File: src/rtl/phase_scheduler.sv
// Four-approach signal phase scheduler with a pedestrian walk phase.
// Round-robin arbitration among vehicle requests, minimum/maximum green
// timing, fixed yellow, all-red clearance and walk durations.
//
// state     | meaning
// ----------+-------------------------------------------------------------
// S_ALL_RED | clearance; arbitrates once ALL_RED_T cycles have elapsed
// S_GREEN   | approach cur has green; held MIN_GREEN, forced off at MAX_GREEN
// S_YELLOW  | approach cur has yellow for exactly YELLOW_T cycles
// S_WALK    | pedestrian walk for exactly WALK_T cycles; cur is untouched
module phase_scheduler #(
    parameter int MIN_GREEN = 5,
    parameter int MAX_GREEN = 20,
    parameter int YELLOW_T  = 3,
    parameter int ALL_RED_T = 2,
    parameter int WALK_T    = 8
) (
    input  logic       clk,
    input  logic       reset_n,
    input  logic [3:0] req,
    input  logic       ped_req,
    output logic [3:0] grant,
    output logic [3:0] yellow,
    output logic       walk,
    output logic       all_red,
    output logic       phase_done
);

    // Reject parameter sets the 8-bit dwell counter or the timing rules cannot honour.
    if (MIN_GREEN < 1 || MIN_GREEN > 255) begin : g_bad_min_green
        $error("phase_scheduler: MIN_GREEN must be in 1..255");
    end
    if (MAX_GREEN < MIN_GREEN || MAX_GREEN > 255) begin : g_bad_max_green
        $error("phase_scheduler: MAX_GREEN must be in MIN_GREEN..255");
    end
    if (YELLOW_T < 1 || YELLOW_T > 255) begin : g_bad_yellow
        $error("phase_scheduler: YELLOW_T must be in 1..255");
    end
    if (ALL_RED_T < 1 || ALL_RED_T > 255) begin : g_bad_all_red
        $error("phase_scheduler: ALL_RED_T must be in 1..255");
    end
    if (WALK_T < 1 || WALK_T > 255) begin : g_bad_walk
        $error("phase_scheduler: WALK_T must be in 1..255");
    end

    // dwell counts completed cycles in the current state, so the Nth cycle of
    // a state sees dwell == N-1; every limit below is therefore "count - 1".
    localparam logic [7:0] MIN_LAST     = 8'(MIN_GREEN - 1);
    localparam logic [7:0] MAX_LAST     = 8'(MAX_GREEN - 1);
    localparam logic [7:0] YELLOW_LAST  = 8'(YELLOW_T - 1);
    localparam logic [7:0] ALL_RED_LAST = 8'(ALL_RED_T - 1);
    localparam logic [7:0] WALK_LAST    = 8'(WALK_T - 1);

    typedef enum logic [1:0] {
        S_ALL_RED = 2'd0,
        S_GREEN   = 2'd1,
        S_YELLOW  = 2'd2,
        S_WALK    = 2'd3
    } state_t;

    state_t     state;
    state_t     state_nxt;
    logic [7:0] dwell;
    logic [1:0] cur;
    logic [1:0] cur_nxt;
    logic       ped_pending;
    logic [3:0] cur_oh;
    logic       other_req;
    logic [1:0] rr_pick;
    logic       rr_found;
    logic       enter_walk;

    assign cur_oh     = 4'b0001 << cur;
    assign other_req  = |(req & ~cur_oh);
    assign enter_walk = (state_nxt == S_WALK) && (state != S_WALK);

    // Round-robin search for the first requesting approach after cur.
    always_comb begin : p_rr_search
        logic [1:0] idx;
        rr_found = 1'b0;
        rr_pick  = cur;
        idx      = cur;
        for (int i = 1; i <= 4; i++) begin
            idx = cur + 2'(i);
            if (!rr_found && req[idx]) begin
                rr_pick  = idx;
                rr_found = 1'b1;
            end
        end
    end

    // Next-state and next-pointer decision.
    always_comb begin
        state_nxt = state;
        cur_nxt   = cur;
        unique case (state)
            S_ALL_RED: begin
                if (dwell >= ALL_RED_LAST) begin
                    if (ped_pending) begin
                        state_nxt = S_WALK;
                    end else if (rr_found) begin
                        state_nxt = S_GREEN;
                        cur_nxt   = rr_pick;
                    end
                end
            end
            S_GREEN: begin
                if (dwell >= MIN_LAST) begin
                    if (!req[cur]) begin
                        state_nxt = S_YELLOW;
                    end else if ((dwell >= MAX_LAST) && (other_req || ped_pending)) begin
                        state_nxt = S_YELLOW;
                    end
                end
            end
            S_YELLOW: begin
                if (dwell == YELLOW_LAST) begin
                    state_nxt = S_ALL_RED;
                end
            end
            S_WALK: begin
                if (dwell == WALK_LAST) begin
                    state_nxt = S_ALL_RED;
                end
            end
            default: state_nxt = S_ALL_RED;
        endcase
    end

    // State and grant pointer registers.
    always_ff @(posedge clk or negedge reset_n) begin
        if (!reset_n) begin
            state <= S_ALL_RED;
            cur   <= 2'd3;
        end else begin
            state <= state_nxt;
            cur   <= cur_nxt;
        end
    end

    // Dwell counter: cleared on state entry, saturates so a long idle or green never wraps.
    always_ff @(posedge clk or negedge reset_n) begin
        if (!reset_n) begin
            dwell <= 8'd0;
        end else if (state_nxt != state) begin
            dwell <= 8'd0;
        end else if (dwell != 8'hFF) begin
            dwell <= dwell + 8'd1;
        end
    end

    // Pedestrian latch; a press on the walk-entry cycle is kept for the next walk.
    always_ff @(posedge clk or negedge reset_n) begin
        if (!reset_n) begin
            ped_pending <= 1'b0;
        end else if (ped_req) begin
            ped_pending <= 1'b1;
        end else if (enter_walk) begin
            ped_pending <= 1'b0;
        end
    end

    // Moore outputs decoded from the registered state.
    always_comb begin
        grant      = 4'b0000;
        yellow     = 4'b0000;
        walk       = 1'b0;
        all_red    = 1'b0;
        phase_done = 1'b0;
        unique case (state)
            S_ALL_RED: all_red = 1'b1;
            S_GREEN:   grant   = cur_oh;
            S_YELLOW: begin
                yellow     = cur_oh;
                phase_done = (dwell == YELLOW_LAST);
            end
            S_WALK: begin
                walk       = 1'b1;
                phase_done = (dwell == WALK_LAST);
            end
            default: all_red = 1'b1;
        endcase
    end

endmodule

File: config.mk
export PLATFORM = sky130hd
export DESIGN_NAME = phase_scheduler
export DESIGN_NICKNAME = d
export VERILOG_FILES = /design/src/rtl/phase_scheduler.sv
export SDC_FILE = /design/constraint.sdc
export NUM_CORES = 1
export LEC_CHECK = 0
export ABC_AREA = 0
export ABC_CLOCK_PERIOD_IN_PS = 2900
export CORE_ASPECT_RATIO = 1.4
export CORE_MARGIN = 2
export CORE_UTILIZATION = 49
export DETAILED_ROUTE_END_ITERATION = 16
export MAX_ROUTING_LAYER = met4
export PLACE_DENSITY = 0.86
export RECOVER_POWER = 25
export REMOVE_ABC_BUFFERS = 1
export SLEW_MARGIN = 20
export SYNTH_ARGS = -nofsm -noshare
export SYNTH_HDL_FRONTEND = slang
export SYNTH_SLANG_ARGS = --single-unit
File: constraint.sdc
create_clock -name clk -period 2.9 [get_ports clk]
set_input_delay 0.29 -clock clk [delete_from_list [all_inputs] [get_ports clk]]
set_output_delay 0.29 -clock clk [all_outputs]
set_load 0.01 [all_outputs]
==> results.yml <==
run_status:
  status: "finished clean"
placement:
  io_buffers: 17
  hpwl_mm: 2.37
  routabilityCongestion: 0.915
sta:
  rsz0062_at_grt: "false"
  whs_ns: 0.446
  finalHoldViolCount: 0
  layout_min_cycle_time_ns: 2.64
  setup_viol: 0
  worst_pin_slew_ns: 0.600
  slew_viol_final: 0
  fmax_mhz: 379
  clock_skew_ns: 0.00624
  tns_ns: 0
  relSlewSlack_pct: 59.7
  finalCritPeriodShare_pct: 91.1
critical_path:
  cp.arrival_ns: 2.81
  path_class: "flop to flop"
  crit_path_start_kind: "flop"
  path_max_fanout: 12
  critical_path_required_ns: 3.07
  worstSetupEndpointType: "flop"
detailed_routing:
  drt-initial-drc-count: 37
  drt_first_pass_iters: 5
  wl_met1_mm: 1.22
  viasPerCell: 6.09
  highest_layer: "met3"
  wl_met2_mm: 1.72
  final_antenna_net_count: 0
  drc: 0
  dr_wl_met3_um: 149
  wl_per_cell_um: 15.1
  vias: 1248
  drt-total-wl_mm: 3.09
yosys:
  syn_area_um2: 1290
  synth.distinct_cells: 48
  ys_seq_area_share_pct: 25.3
  synthCells: 156
  synth_ff_type: "dfrtp_1"
  avgSynthCellArea_um2: 8.30
  synth_seq_cells: 13
  yosysWarnings: 0
  synth-edff-count: 0
  async_flop_share_pct: 100
clock_tree:
  postCtsSetupRepairBufs: 0
  cts_tree: "built"
  hold_buffers: 0
  h-tree-depth: 1
  clk-insertion-delay-late_ns: 0.27
  cts_buffer_depth: 2
  clk_transition_reported_paths_ns: 0.07
  cts_buffers: 3
  cts_sinks: 13
  root_buffer: "clkbuf_4"
  cts_resized: 0
global_route:
  grt_pass1_vias: 1248
  grt_overflow: 0
  grt_pass1_wl_mm: 5.40
  grt_start_max_net_pins: 15
  grt_usage_pct: 23.7
  antenna_found_initial: 0
power_and_ir_drop:
  switchingPower_mw: 0.467
  vdd_drop_max_v: 0.000427
  power_frac_seq_pct: 35.1
  p_leak_nw: 0.635
  finalPower_mw: 1.03
  power_density_nw_per_um2: 682
  switching_share_pct: 45.5
  clkPwrFrac_pct: 10.2
  intPower_mw: 0.558
  comb_power_share_pct: 54.7
final_layout:
  nFillCells: 254
  nets: 185
  diodes: 0
  fin_util_pct: 58.7
  area_delta_synth_final_pct: 16.0
  drive_gt1_share_pct: 7.69
job:
  drv_cap: 0
floorplan:
  fp.coreArea_um2: 2560
  io_pins: 18
  dieArea_um2: 3080
  core.rowCount: 22
  start_util_pct: 50.6
  die_height_um: 64.8
  die_w_um: 47.5
min_path:
  hp-class: "primary input to async pin"
==> cell families after synthesis <==
family,Yosys count,synth area share [%]
muxes,6,7.92
AOI/OAI and AO/OA,34,20.6
and+or+nand+nor,73,30.3
DFF,13,25.3
buffers and inverters,19,6.09
adders and majority gates,8,7.73
xor gates and xnor gates,3,2.03
==> routing by layer <==
| metal | global-route usage [%] | vias up |
|---|---|---|
| met3 | 1.95 | 0 |
| li1 | - | 603 |
| met1 | 27.3 | 592 |
| met2 | 41.7 | 53 |
| met5 | - | - |
| met4 | 6.60 | 0 |
==> flip-flops by register name, indices dropped and copies added, names as in the netlist <==
| name | count |
|---|---|
| ped_pending | 1 |
| dwell | 8 |
| state | 2 |
| cur | 2 |
==> layout make-up <==
cell class | count | area [um^2] | area share, %
multi-input combinational | 124 | 888 | 59.1
sequential | 13 | 328 | 21.8
timing repair buffer | 18 | 178 | 11.8
tap | 36 | 45.0 | 3.00
inverter | 10 | 37.5 | 2.50
clock buffer | 4 | 26.3 | 1.75
==> power by group through the flow <==
stage	Combinational (mW)	Sequential (mW)	Clock [mW]
CTS	0.560	0.354	0.109
global placement	0.536	0.350	0
finish	0.561	0.360	0.105
floorplan	0.399	0.328	0
global route	0.639	0.372	0.115
detailed placement	0.556	0.358	0
==> worst max-delay path: stages (launching register included) <==
cell and delay, ns:
dfstp_2 0.67, inv_1 0.16, ha_1 0.45, mux4_2 0.36, or2_4 0.25, a2111oi_4 0.30, nor2_2 0.15, nor3_1 0.21
==> cells in the mapped netlist (2+ instances only) <==
| master | number | share of area (%) |
|---|---|---|
| o21ai_0 | 2 | 0.77 |
| a21o_1 | 2 | 1.2 |
| o22ai_1 | 2 | 0.97 |
| o211ai_1 | 5 | 2.9 |
| a31oi_1 | 2 | 0.97 |
| mux2i_1 | 2 | 1.5 |
| nor3_1 | 13 | 5.0 |
| nor2b_1 | 5 | 2.4 |
| clkbuf_1 | 7 | 2.0 |
| ha_1 | 8 | 7.7 |
| mux4_2 | 2 | 3.5 |
| nand2_1 | 12 | 3.5 |
| a21oi_1 | 5 | 1.9 |
| a311o_1 | 2 | 1.5 |
| inv_1 | 10 | 2.9 |
| and4_1 | 2 | 1.4 |
| and2_1 | 11 | 5.3 |
| dfstp_2 | 2 | 4.1 |
| nand4_1 | 2 | 0.97 |
| xnor2_1 | 2 | 1.4 |
| nor3b_1 | 3 | 1.7 |
| dfrtp_1 | 11 | 21 |
| a211oi_1 | 2 | 1.2 |
| nand3_1 | 12 | 4.6 |
| nor2_1 | 7 | 2.0 |
==> per-stage QoR <==
step / cell area (um^2) / cells / setup slack [ns]
floorplan: 1250 / 147 / 0.530
global route: 1500 / 205 / 0.0180
finish: 1500 / 205 / 0.259
global placement: 1480 / 201 / 0.386
detailed placement: 1480 / 201 / 0.287
CTS: 1500 / 205 / 0.259
==> cell usage in the layout (no fill, tap or decap), drive strengths merged, types with 3 or more instances in the layout <==
master         synthesis  final
clkdlybuf4s50          0     16
nor3                  13     13
nand3                 12     12
nand2                 12     12
and2                  11     11
dfrtp                 11     11
inv                   10     10
ha                     8      8
nor2                   8      8
nor2b                  5      5
a21oi                  5      5
o211ai                 5      5
clkbuf                 7      4
nor3b                  3      3
mux4                   3      3
o21ai                  3      3
==> worst paths after layout <==
kind / startpoint / end / cells past startpoint / slack [ns]
min in group clk: ped_req / ped_pending$_DFFE_PN0P_ / 2 / 0.59
setup / recovery: cur[0]$_DFFE_PN1P_ / dwell[6]$_DFFE_PN0P_ / 7 / 0.26
setup reg to reg: cur[0]$_DFFE_PN1P_ / dwell[6]$_DFFE_PN0P_ / 7 / 0.26
hold reg to reg: ped_pending$_DFFE_PN0P_ / state[1]$_DFF_PN0_ / 2 / 0.67
max in group asynchronous: reset_n / cur[0]$_DFFE_PN1P_ / 1 / 2.08
hold / removal: reset_n / dwell[5]$_DFFE_PN0P_ / 1 / 0.45
Note: power is estimated with default switching activity, not from simulation.
